$ cat src/rtl/avr_pkg.sv
// Shared ATmega32A core definitions: decoded instruction IDs, interrupt-entry
// stage encoding and the per-instruction cycle count table.
package avr_pkg;

    localparam logic [7:0] ID_NOP       = 8'h00;
    localparam logic [7:0] ID_BRANCH_LO = 8'h04;
    localparam logic [7:0] ID_BRANCH_HI = 8'h08;
    localparam logic [7:0] ID_CLI       = 8'h0A;
    localparam logic [7:0] ID_LD        = 8'h19;
    localparam logic [7:0] ID_LPM       = 8'h22;
    localparam logic [7:0] ID_POP       = 8'h2A;
    localparam logic [7:0] ID_PUSH      = 8'h2B;
    localparam logic [7:0] ID_RCALL     = 8'h2C;
    localparam logic [7:0] ID_RET       = 8'h2D;
    localparam logic [7:0] ID_RETI      = 8'h2E;
    localparam logic [7:0] ID_RJMP      = 8'h2F;
    localparam logic [7:0] ID_SEI       = 8'h32;
    localparam logic [7:0] ID_ST        = 8'h38;

    // Encoding is shared with control_mux, hence the non-sequential values.
    typedef enum logic [1:0] {
        IRQ_IDLE   = 2'd0,
        IRQ_PUSH_H = 2'd1,
        IRQ_PUSH_L = 2'd2,
        IRQ_VECTOR = 2'd3
    } irq_stage_t;

    function automatic logic [2:0] cycles_of(input logic [7:0] id, input logic taken);
        logic [2:0] n;
        n = 3'd1;
        if (id == ID_RET || id == ID_RETI)
            n = 3'd4;
        else if (id == ID_RCALL || id == ID_LPM)
            n = 3'd3;
        else if (id == ID_PUSH || id == ID_POP || id == ID_LD || id == ID_ST || id == ID_RJMP)
            n = 3'd2;
        else if (id >= ID_BRANCH_LO && id <= ID_BRANCH_HI)
            n = taken ? 3'd2 : 3'd1;
        return n;
    endfunction

endpackage

$ cat src/rtl/cycle_sequencer.sv
// Multi-cycle instruction and interrupt-entry sequencer: counts instruction
// cycles, stalls fetch, and runs the three-stage interrupt entry at boundaries.
module cycle_sequencer
    import avr_pkg::*;
#(
    parameter int unsigned RETI_GUARD = 1
) (
    input  logic       clk,
    input  logic       reset_n,
    input  logic [7:0] instruction_id,
    input  logic       branch_taken,
    input  logic       irq_req,
    input  logic       sreg_i,
    output logic [1:0] clock_counter,
    output logic [1:0] interrupt_stage,
    output logic       pc_hold,
    output logic       instr_retire,
    output logic       irq_ack
);

    logic [1:0] counter_q, counter_d;
    irq_stage_t stage_q, stage_d;
    logic       retire_q, retire_d;
    logic       ack_q, ack_d;
    logic       guard_q, guard_d;
    logic [7:0] cur_id_q, cur_id_d;

    logic       boundary;
    logic       irq_take;
    logic [2:0] issue_cycles;
    logic [7:0] retire_id;

    always_comb begin
        // NOTE: every signal driven here gets a default first so no path
        // leaves it unassigned, which would otherwise infer a latch.
        counter_d    = counter_q;
        stage_d      = stage_q;
        cur_id_d     = cur_id_q;
        guard_d      = guard_q;
        retire_d     = 1'b0;
        retire_id    = cur_id_q;
        boundary     = (counter_q == 2'd0) && (stage_q == IRQ_IDLE);
        irq_take     = boundary && irq_req && sreg_i && !((RETI_GUARD != 0) && guard_q);
        issue_cycles = cycles_of(instruction_id, branch_taken);

        if (boundary) begin
            if (irq_take) begin
                stage_d = IRQ_PUSH_L;
            end else begin
                counter_d = 2'(issue_cycles - 3'd1);
                cur_id_d  = instruction_id;
                retire_id = instruction_id;
                retire_d  = (issue_cycles == 3'd1);
            end
        end else if (counter_q != 2'd0) begin
            counter_d = counter_q - 2'd1;
            retire_d  = (counter_q == 2'd1);
        end else begin
            case (stage_q)
                IRQ_PUSH_L: stage_d = IRQ_PUSH_H;
                IRQ_PUSH_H: stage_d = IRQ_VECTOR;
                IRQ_VECTOR: stage_d = IRQ_IDLE;
                default:    stage_d = IRQ_IDLE;
            endcase
        end

        ack_d = (stage_d == IRQ_VECTOR);

        // The guard follows the most recently retired instruction, so a single
        // retire after RETI/SEI both sets and clears it; interrupt entry leaves it alone.
        if ((RETI_GUARD != 0) && retire_d)
            guard_d = (retire_id == ID_RETI) || (retire_id == ID_SEI);
    end

    // NOTE: state registers use non-blocking assignments so every flop samples
    // the pre-edge values regardless of statement order.
    always_ff @(posedge clk or negedge reset_n) begin
        if (!reset_n) begin
            counter_q <= 2'd0;
            stage_q   <= IRQ_IDLE;
            retire_q  <= 1'b0;
            ack_q     <= 1'b0;
            guard_q   <= 1'b0;
            cur_id_q  <= ID_NOP;
        end else begin
            counter_q <= counter_d;
            stage_q   <= stage_d;
            retire_q  <= retire_d;
            ack_q     <= ack_d;
            guard_q   <= guard_d;
            cur_id_q  <= cur_id_d;
        end
    end

    assign clock_counter   = counter_q;
    assign interrupt_stage = stage_q;
    assign instr_retire    = retire_q;
    assign irq_ack         = ack_q;
    assign pc_hold         = (counter_q != 2'd0) || (stage_q != IRQ_IDLE) || irq_take;

endmodule

$ cat config.mk
export PLATFORM = sky130hd
export DESIGN_NAME = cycle_sequencer
export DESIGN_NICKNAME = d
export VERILOG_FILES = /design/src/rtl/avr_pkg.sv /design/src/rtl/cycle_sequencer.sv
export SDC_FILE = /design/constraint.sdc
export NUM_CORES = 1
export LEC_CHECK = 0
export CORE_MARGIN = 1
export CORE_UTILIZATION = 35
export DETAILED_ROUTE_END_ITERATION = 10
export DONT_BUFFER_PORTS = 1
export GPL_TIMING_DRIVEN = 0
export PLACE_DENSITY = 0.61
export SETUP_SLACK_MARGIN = 0.2
export SLEW_MARGIN = 20
export SYNTH_ARGS = -nofsm -noshare
export SYNTH_HDL_FRONTEND = slang
export SYNTH_SLANG_ARGS = --single-unit
$ cat constraint.sdc
create_clock -name clk -period 3.1 [get_ports clk]
set_input_delay 0.465 -clock clk [delete_from_list [all_inputs] [get_ports clk]]
set_output_delay 0.465 -clock clk [all_outputs]
set_load 0.02 [all_outputs]
==> results.md <==
* Status: finished clean
* Post-synthesis cell type count at 30
* Final worst path period need at 2.44 ns
* Clock power share at 14.1%
* Combinational power share at 38.1%
* Vias in the first global route at 619
* Port bufs at 0
* Worst EP required at 2.63 ns
* Slowest Stage Delay on Critical Path at 0.48 ns
* Ys Warns at 0
* Sw Ratio at 38.9%
* Maxcap violations at 0
* Synth Area in XOR/XNOR at 0.971%
* CTS buffer count at 3
* Post-CTS Setup Bufs at 0
* Final Hold Viols at 0
* Tcrit/Tclk final at 78.6%
* Avg Inst Size Synth at 10.9 µm²
* Vias at 646
* Grt ovf at 0
* Crit-path slowest cell: dfrtp_1
* First-pass GRT wire length at 2900 µm
* CP Max Fanout at 10
* Max Slew Vio Count at 0
* Crit. End Element: output pin
* Clock Skews at 0.00589 ns
* CP Class: register to output pin
* Iter 0 DRT Violations at 6
* Top-Level Pins at 20
* Drt wl/cell at 14.8 µm
* Critical path's top delay family: buffers and inverters
* Gr usage total at 14.4%
* Tightest Hold Check Type: input pin to register
* Worst Path Arrival at 1.97 ns
* Met2 Usage GRT at 24.1%
* Clk sinks at 15
* GRT met3 Usage at 5.22%
* RSZ-0062 raised after global routing: no
* H-tree depth reported by CTS at 1
* Final setup violating endpoints at 0
* Dpl cell area at 940 µm²
* VDD IR max at 430 µV
* Die Ht at 52.8 µm
* Ant diodes at 0
* Synthesized instance count at 83
* Pint at 502 µW
* Least-Margin Pin Slew at 0.664 ns
* Most frequent cells in the layout: 15 x dfrtp_1, 8 x mux2_2, 7 x inv_1
* Critical path startpoint category: register
* # resized after CTS at 0
* Highest Clock Rate at 0.410 GHz
* CTS tree: yes
* Clock latency on the worst-skew pair at 0.28 ns
* Largest net degree at the start of global routing at 16
* # rows at 18
* Number of vias per cell at 5.47
* Finished layout cell area at 980 µm²
* GRT Max-Usage Layer: met2
* Area grow syn2layout at 8.60%
* Final WL at 1740 µm
* Final net count at 107
* DPL Wire Length at 1330 µm
* Clk buf depth at 2
* Post-Synth Simple-Gate Area at 17.5%
* Largest family of logic cells by synthesized area: simple AND/OR/NAND/NOR gates
* Die footprint at 0.00278 mm²
* Sequential power share at 47.8%
* Most common cell after layout, fill and taps aside: dfrtp_1
* Share of cells above drive strength 1 at 21.6%
* Mux contribution to synthesized area at 13.9%
* Placed Cells at 113
* #FFs+latches synth at 15
* Synth Area in Compound Gates at 14.6%
* Post-Syn Area at 902 µm²
* Post-synth net total at 101
* Crit-path cells: inv_1, ha_1, nand2_1, nor2b_1, buf_2, buf_2, inv_1
* Initial Utilization at 36.7%
* Die Span X at 52.8 µm
* Buf+Inv Stages, Crit Path at 4
* Final Total Pwr at 822 µW
* GR Layer Usage met1 at 17.7%
* Switching Power at 320 µW
* Max transition margin at 55.6%
* Core Area at 0.00245 mm²
* TNS Setup at 0 ns
* Remaining DRCs at 0
* Adder-Cell Fraction of Synth Area at 6.93%
* Pre-Repair DR Iteration Count at 4
* CTS Root Cell: clkbuf_4
* GP Congestion at 0.707
* Seq/Total Area, Yosys at 41.6%
* Pwr dens at 839 mW/mm²
* Antenna Nets Post-Route at 0
* Post-route insts no fill at 118
* Pleak at 0.000425 µW
* Initial antenna violation count at 0
* Clock input transition at the sequential cells of the worst setup and hold paths at 0.10 ns
[area by class of cell]
class,instances,area (µm²)
Inverter,7,26.3
Tap cell,30,37.5
Sequential cell,15,375
Fill cell,246,1480
Buffer,3,15.0
Multi-Input combinational cell,58,485
Clock buffer,3,22.5
Timing Repair Buffer,1,10.0
Clock inverter,1,7.51
[cell families after synthesis]
| logic type | after synthesis |
|---|---|
| AO/OA/AOI/OAI | 17 |
| XOR/XNOR | 1 |
| adder cells (fa/ha/maj) | 5 |
| buffers and inverters | 10 |
| flip-flops | 15 |
| multiplexers | 11 |
| AND/OR/NAND/NOR | 24 |
[synth_stat cells]
cell type	n	area, µm²
nand4_1	1	6.26
o21ai_0	4	20.0
a211o_1	2	17.5
and2b_1	1	7.51
xor2_1	1	8.76
mux2_2	8	90.1
ha_1	5	62.6
and3b_1	2	17.5
mux2i_1	2	20.0
nor3b_1	3	22.5
mux2_4	1	15.0
nand2b_1	1	6.26
nand2_1	3	11.3
nor4b_1	2	17.5
a21o_1	1	7.51
dfrtp_1	15	375
nor2b_1	1	6.26
a221o_1	2	20.0
nor2_1	4	15.0
o32a_1	1	10.0
buf_2	3	15.0
nand4b_1	1	8.76
inv_1	7	26.3
and2_1	1	6.26
a221oi_2	1	15.0
nand3b_1	3	22.5
a21oi_1	3	15.0
o211ai_1	2	15.0
and4_2	1	10.0
a32o_2	1	11.3
[through the flow]
stage,hold slack [ns],setup WS [ns],util [%]
2_1_floorplan,0.169,0.836,-
4_1_cts,0.315,0.638,39.9
3_3_place_gp,0.170,0.715,38.3
6_report,0.326,0.663,39.9
3_5_place_dp,0.170,0.706,38.3
5_1_grt,0.301,0.512,39.9
[routing by layer]
metal | vias up | share of wire, %
li1 | 317 | -
met1 | 321 | 46
met2 | 8 | 51
met3 | 0 | 2.5
met4 | 0 | 0
met5 | - | 0
[worst register-to-register path, stage by stage (launching register included)]
cell and delay [ns]:
dfrtp_1 0.48, inv_1 0.12, ha_1 0.29, nand2_1 0.11, nor2b_1 0.10, buf_2 0.16, buf_2 0.26, mux2_2 0.37
[repair_timing]
action | in CTS | in global routing
hold buffers | 1 | 0
endpoints found under the hold margin | 15 | 0
endpoints found under the setup margin | 0 | 0
[sequential cells by signal (all words and copies together), names as in the netlist]
register and count:
irq_ack 1, cur_id_q 8, interrupt_stage 2, guard_q 1, clock_counter 2, instr_retire 1
[power by group through the flow]
stage	Combinational, µW	Sequential [µW]	Clock (µW)
2_1_floorplan	258	381	0
3_3_place_gp	293	393	0
3_5_place_dp	308	398	0
4_1_cts	316	394	121
5_1_grt	351	406	128
6_report	313	393	116
[worst paths after layout]
path | startpoint | endpoint | slack (ns) | cells after the start
worst max-delay path | clock_counter[1] | pc_hold | 0.66 | 7
worst min-delay path | instruction_id[6] | cur_id_q[6] | 0.33 | 1
worst max register to register | clock_counter[1] | cur_id_q[3] | 1.09 | 7
worst min register to register | guard_q | guard_q | 0.51 | 1
max in group asynchronous | reset_n | cur_id_q[4] | 2.03 | 1
min in group asynchronous | reset_n | guard_q | 0.64 | 1
(Power assumes the default switching activity.)
